==> src/rtl/gbf_ctrl_pkg.sv <==
// Shared encodings for the GBF write controller: pending-op codes and FSM states.
package gbf_ctrl_pkg;

  // Op codes are ordered by priority so that a plain magnitude compare
  // answers "does this event outrank the pending op".
  typedef enum logic [1:0] {
    OP_NONE   = 2'd0,
    OP_RSTGRP = 2'd1,
    OP_NEXT   = 2'd2,
    OP_LAY    = 2'd3
  } opT;

  typedef enum logic {
    ST_RUN      = 1'b0,
    ST_WAIT_CFG = 1'b1
  } stateT;

  // Collapse the three event pulses into the single highest-priority op.
  function automatic opT pickOp(input logic lay, input logic nxt, input logic rstGrp);
    opT op;
    op = OP_NONE;
    if (lay)         op = OP_LAY;
    else if (nxt)    op = OP_NEXT;
    else if (rstGrp) op = OP_RSTGRP;
    return op;
  endfunction

  // A new event replaces the pending op only when it strictly outranks it.
  function automatic opT mergeOp(input opT pend, input opT ev);
    opT op;
    op = pend;
    if (ev > pend) op = ev;
    return op;
  endfunction

endpackage

==> src/rtl/gbf_grp_tbl.sv <==
// Feature-group base-address table: one synchronous write port, two
// asynchronous read ports (current group and the group after it).
module gbf_grp_tbl
  import gbf_ctrl_pkg::*;
#(
  parameter int ADDR_WIDTH = 20,
  parameter int GRP_WIDTH  = 4
) (
  input  logic                  clk,
  input  logic                  we,
  input  logic [GRP_WIDTH-1:0]  wrIdx,
  input  logic [ADDR_WIDTH-1:0] wrAddr,
  input  logic [GRP_WIDTH-1:0]  rdIdxA,
  output logic [ADDR_WIDTH-1:0] rdAddrA,
  input  logic [GRP_WIDTH-1:0]  rdIdxB,
  output logic [ADDR_WIDTH-1:0] rdAddrB
);

  localparam int Depth = 2 ** GRP_WIDTH;

  logic [ADDR_WIDTH-1:0] mem [Depth];

  // Table write; a same-edge read of the written index still sees the old entry.
  // NOTE: the table has no reset on purpose -- entries are host-programmed and a
  // controller reset must not erase them; it also keeps the array a plain RAM.
  always_ff @(posedge clk) begin
    if (we) mem[wrIdx] <= wrAddr;
  end

  assign rdAddrA = mem[rdIdxA];
  assign rdAddrB = mem[rdIdxB];

endmodule

==> src/rtl/gbf_wr_ctrl.sv <==
// GBF write controller: streams upstream words into the global buffer at a
// running write address, and re-bases that address on layer/group events
// once the read path reports its reconfiguration is complete.
module gbf_wr_ctrl #(
  parameter int DATA_WIDTH = 96,
  parameter int ADDR_WIDTH = 20,
  parameter int GRP_WIDTH  = 4
) (
  input  logic                  clk,
  input  logic                  rst,
  input  logic                  Reset_FtrLay,
  input  logic                  Next_FtrGrp,
  input  logic                  Reset_FtrGrp,
  input  logic                  cfg_done,
  input  logic                  tbl_we,
  input  logic [GRP_WIDTH-1:0]  tbl_idx,
  input  logic [ADDR_WIDTH-1:0] tbl_addr,
  input  logic                  in_vld,
  input  logic [DATA_WIDTH-1:0] in_dat,
  output logic                  in_rdy,
  output logic                  GBF_EnWr,
  output logic [ADDR_WIDTH-1:0] GBF_AddrWr,
  output logic [DATA_WIDTH-1:0] GBF_DatWr,
  output logic [GRP_WIDTH-1:0]  grp_idx,
  output logic                  busy,
  output logic                  err_ovf
);

  import gbf_ctrl_pkg::*;

  // Registered state and its next-cycle values.
  stateT                 state,    stateNxt;
  opT                    pendOp,   pendOpNxt;
  logic [GRP_WIDTH-1:0]  grp,      grpNxt;
  logic [ADDR_WIDTH-1:0] wrAddr,   wrAddrNxt;
  logic                  ovf,      ovfNxt;
  logic                  enWrNxt;
  logic [ADDR_WIDTH-1:0] addrWrNxt;
  logic [DATA_WIDTH-1:0] datWrNxt;

  // Event decode and handshake.
  opT                    evOp;
  opT                    mergedOp;
  logic                  anyEv;
  logic                  xfer;
  logic [GRP_WIDTH-1:0]  grpPlus1;
  logic [ADDR_WIDTH-1:0] tblCurAddr;
  logic [ADDR_WIDTH-1:0] tblNxtAddr;

  assign evOp     = pickOp(Reset_FtrLay, Next_FtrGrp, Reset_FtrGrp);
  assign anyEv    = (evOp != OP_NONE);
  assign mergedOp = mergeOp(pendOp, evOp);
  assign grpPlus1 = grp + GRP_WIDTH'(1);

  // Upstream is held off while reconfiguring and in any cycle an event arrives,
  // so no word is written against an address that is about to be re-based.
  assign in_rdy = (state == ST_RUN) && !anyEv;
  assign xfer   = in_vld && in_rdy;

  gbf_grp_tbl #(
    .ADDR_WIDTH (ADDR_WIDTH),
    .GRP_WIDTH  (GRP_WIDTH)
  ) u_grp_tbl (
    .clk     (clk),
    .we      (tbl_we),
    .wrIdx   (tbl_idx),
    .wrAddr  (tbl_addr),
    .rdIdxA  (grp),
    .rdAddrA (tblCurAddr),
    .rdIdxB  (grpPlus1),
    .rdAddrB (tblNxtAddr)
  );

  // Next-state, op bookkeeping and write-path decisions.
  // NOTE: every value is given its hold/default first so no path through the
  // case statement leaves a variable unassigned, which would infer a latch.
  always_comb begin
    stateNxt  = state;
    pendOpNxt = pendOp;
    grpNxt    = grp;
    wrAddrNxt = wrAddr;
    ovfNxt    = ovf;
    enWrNxt   = 1'b0;
    addrWrNxt = GBF_AddrWr;
    datWrNxt  = GBF_DatWr;

    case (state)
      ST_RUN: begin
        if (anyEv) begin
          stateNxt  = ST_WAIT_CFG;
          pendOpNxt = evOp;
        end
        if (xfer) begin
          enWrNxt   = 1'b1;
          addrWrNxt = wrAddr;
          datWrNxt  = in_dat;
          wrAddrNxt = wrAddr + ADDR_WIDTH'(1);
          if (&wrAddr) ovfNxt = 1'b1;
        end
      end

      ST_WAIT_CFG: begin
        if (cfg_done) begin
          stateNxt  = ST_RUN;
          pendOpNxt = OP_NONE;
          case (mergedOp)
            OP_LAY: begin
              grpNxt    = '0;
              wrAddrNxt = '0;
            end
            OP_NEXT: begin
              grpNxt    = grpPlus1;
              wrAddrNxt = tblNxtAddr;
              if (&grp) ovfNxt = 1'b1;
            end
            OP_RSTGRP: begin
              wrAddrNxt = tblCurAddr;
            end
            default: ;
          endcase
        end else begin
          pendOpNxt = mergedOp;
        end
      end

      default: stateNxt = ST_RUN;
    endcase
  end

  // State and datapath registers with synchronous reset; table is untouched.
  // NOTE: non-blocking assignments so every register samples the pre-edge
  // values, independent of statement order.
  always_ff @(posedge clk) begin
    if (rst) begin
      state      <= ST_RUN;
      pendOp     <= OP_NONE;
      grp        <= '0;
      wrAddr     <= '0;
      ovf        <= 1'b0;
      GBF_EnWr   <= 1'b0;
      GBF_AddrWr <= '0;
      GBF_DatWr  <= '0;
    end else begin
      state      <= stateNxt;
      pendOp     <= pendOpNxt;
      grp        <= grpNxt;
      wrAddr     <= wrAddrNxt;
      ovf        <= ovfNxt;
      GBF_EnWr   <= enWrNxt;
      GBF_AddrWr <= addrWrNxt;
      GBF_DatWr  <= datWrNxt;
    end
  end

  assign busy    = (state == ST_WAIT_CFG);
  assign grp_idx = grp;
  assign err_ovf = ovf;

endmodule

==> config.mk <==
export PLATFORM = sky130hd
export DESIGN_NAME = gbf_wr_ctrl
export DESIGN_NICKNAME = d
export VERILOG_FILES = /design/src/rtl/gbf_ctrl_pkg.sv /design/src/rtl/gbf_grp_tbl.sv /design/src/rtl/gbf_wr_ctrl.sv
export SDC_FILE = /design/constraint.sdc
export NUM_CORES = 1
export LEC_CHECK = 0
export CORE_MARGIN = 2
export CORE_UTILIZATION = 35
export CTS_CLUSTER_DIAMETER = 60
export DETAILED_ROUTE_END_ITERATION = 8
export SYNTH_ARGS = -nofsm -noshare
export SYNTH_HDL_FRONTEND = slang
export SYNTH_SLANG_ARGS = --single-unit
export TNS_END_PERCENT = 20
==> constraint.sdc <==
create_clock -name clk -period 12.3 [get_ports clk]
set_input_delay 3.69 -clock clk [delete_from_list [all_inputs] [get_ports clk]]
set_output_delay 3.69 -clock clk [all_outputs]
set_load 0.01 [all_outputs]
==> results.toml <==
[cts]
cts-root-buf = "clkbuf_16"
clock_latency_ps = 590
path_clk_slew_ps = 60
cts_made_buffers = 52
clk_path_buf_depth = 3
tritoncts = "done"
cts_sinks = 469
htree_levels = 2
hold_buffers = 0
cts-resized-gates = 0
postCtsSetupBuffers = 0

[synth]
async_flop_share = 0
syn_inst = 1435
synth_area_sq_um = 20720
synth.largest_area_cell = "edfxtp_1"
yosysWarnings = 0
yosysSeqAreaShare = 0.6076
synth.distinct_cells = 59
synthTopCellsByArea = "edfxtp_1 (46%), mux4_2 (16%), dfxtp_1 (14%)"
synth-edff-count = 320
synth_ff_type = "edfxtp_1"
syn_nets = 1570
synth_top_area_frac = 0.4637
synth_area_per_cell_sq_um = 14.44
ys_ff_latch = 469

[global_route]
gr-total-overflow = 0
grt_pass1_wl_mm = 87.13
grt_pass1_vias = 13550
grt_max_degree = 104
grtUsageTotal = 0.1915
antenna_found_initial = 3

[finish]
syn2layout_area_growth_pct = 23.24
num_antenna_cells = 0
final-instance-count-excl-fill = 2486
fillCellCount = 5207
drive_above_1_share = 0.1640
mostFrequentLayoutCell = "edfxtp_1"
nets = 1805
fin_util = 0.4344
most-common-layout-cells = "edfxtp_1 (320), nand2_1 (254), clkdlybuf4s50_1 (250)"

[sta]
period_share = 0.7397
setup_tns_ps = 0
holdWs_ps = 451.8
slew_headroom = 0.2405
worst_pin_slew_ps = 1133
finalHoldViolCount = 0
slew_violations = 0
clock.fmax_ghz = 0.1099
rsz0062_at_grt = "false"
finalSetupViolations = 0
clock_skew_ps = 18.04
finalCriticalPeriod_ps = 9098

[run_status]
status = "complete, no violations"

[worst_setup_path]
cp_cell_sequence = "clkdlybuf4s50_1 -> nor4_2 -> clkdlybuf4s50_1"
cp_common_cell = "clkdlybuf4s50_1"
worstPathMaxFanout = 4
start_kind = "input port"
critical_path_arrival_ps = 5410
r2r_cells = 7
worst_setup_path_end_kind = "primary output"
critPathSlowestCell = "clkdlybuf4s50_1"
critical_path_class = "in2out"
required_ps = 8610
slowest_delay_ps = 650

[floorplanning]
ios = 252
core_sq_um = 58800
start_util = 0.3525
fp.dieW_microns = 247.3
chipHeight_microns = 247.3
placementRows = 89
die-area_sq_um = 61180

[power_and_ir_drop]
power_density_nw_per_um2 = 133.8
clockPowerShare = 0.420
p_int_uw = 2641
pwr-share-comb = 0.072
power_uw = 3417
swShare = 0.2271
power.switching_uw = 776.2
irDropWorstVdd_mv = 0.1275
power.leakage_uw = 0.007747
sequentialPowerShare = 0.508

[drt]
vias_per_cell = 5.501
drt_iter0_drc = 1214
wl_mm = 59.95
antenna_left = 0
wl_per_cell_microns = 24.11
vias = 13680
drcViolationCount = 0
drt-pass1-iter-count = 7

[placed_design]
gp_congestion = 0.8591
port_buffers = 251
placedCellCount = 2389
hpwl_mm = 37.50

[flow_run]
maxCapViolCount = 0

[worst_hold_path]
holdPathStages = 2
hp-class = "reg2reg"
==> worst max-delay path: cells and delay by family <==
kind,cells,cell delay [ps]
simple gates,1,590
buf+inv,2,1130
==> metrics by stage <==
step | area (sq um) | setup WS (ps)
after detailed placement | 23980 | 3230
after floorplan | 20720 | 4485
after global placement | 23980 | 3324
after global routing | 25540 | 3127
after CTS | 25540 | 3225
final | 25540 | 3202
==> final cells by class <==
type | instances | area (sq um) | area share
Sequential cell | 469 | 12610 | 0.4936
Clock inverter | 31 | 195.2 | 0.007642
Clock buffer | 66 | 1364 | 0.05340
Inverter | 13 | 48.80 | 0.001911
Tap cell | 773 | 967.2 | 0.03787
Multi-Input combinational cell | 853 | 7624 | 0.2985
Timing Repair Buffer | 281 | 2735 | 0.1071
==> worst paths after layout <==
path,slack (ps),startpoint,to
hold reg to reg,450,GBF_DatWr[84]$_SDFFE_PP0P_,GBF_DatWr[84]$_SDFFE_PP0P_
hold / removal,450,GBF_DatWr[84]$_SDFFE_PP0P_,GBF_DatWr[84]$_SDFFE_PP0P_
setup / recovery,3200,Reset_FtrLay,in_rdy
setup reg to reg,8400,grp_idx[1]$_SDFFE_PP0P_,wrAddr[16]$_SDFFE_PP0P_
==> sequential cells by signal, indices dropped and copies added, names as in the netlist, named ones only <==
signal	flops
err_ovf	1
busy	1
u_grp_tbl.mem	320
GBF_EnWr	1
GBF_AddrWr	20
wrAddr	20
grp_idx	4
pendOp	2
GBF_DatWr	96
==> power groups by stage <==
| stage | logic (uW) | clock network [uW] | registers (uW) |
|---|---|---|---|
| 4_1_cts | 248 | 1470 | 1730 |
| 3_5_place_dp | 247 | 0 | 1770 |
| 5_1_grt | 264 | 1530 | 1740 |
| 6_report | 246 | 1440 | 1730 |
| 3_3_place_gp | 244 | 0 | 1770 |
| 2_1_floorplan | 135 | 0 | 1760 |
==> cells in the mapped netlist, types with 3 or more instances <==
cell type and count:
inv_1 12, mux2i_1 61, xor2_1 4, nor3_1 16, o22ai_1 5, and2_1 7
mux4_1 17, or3_1 3, mux4_2 145, buf_2 21, nand4_1 4, buf_4 17
ha_1 7, mux2_2 5, nand2b_1 3, a32o_1 5, nand2_1 255, clkbuf_1 49
xnor2_1 4, a21oi_1 141, o31ai_1 5, buf_6 8, dfxtp_1 149, a31oi_1 6
o211ai_1 4, a22o_1 7, o21ai_0 24, a211oi_1 11, nor2_1 41, nand3_1 16
a22oi_1 12, and3_1 5, o32ai_1 3, edfxtp_1 320, nand3b_1 3, nor2b_1 9
==> routing by layer <==
metal,track usage,wire (microns),up-vias,part of all wire
li1,-,-,6040,-
met1,0.2582,24580,6926,0.41
met2,0.3146,28630,621,0.48
met3,0.04152,5587,82,0.093
met4,0.04931,1123,6,0.019
met5,0,29,-,0.00048
==> kinds of logic after synthesis <==
kind of cell | share of synthesized area
compound gates | 0.06822
xor+xnor | 0.003380
fa+ha+maj | 0.004226
buf+inv | 0.02958
flops | 0.6076
mux | 0.2113
simple gates | 0.07571
(Power assumes the default switching activity.)
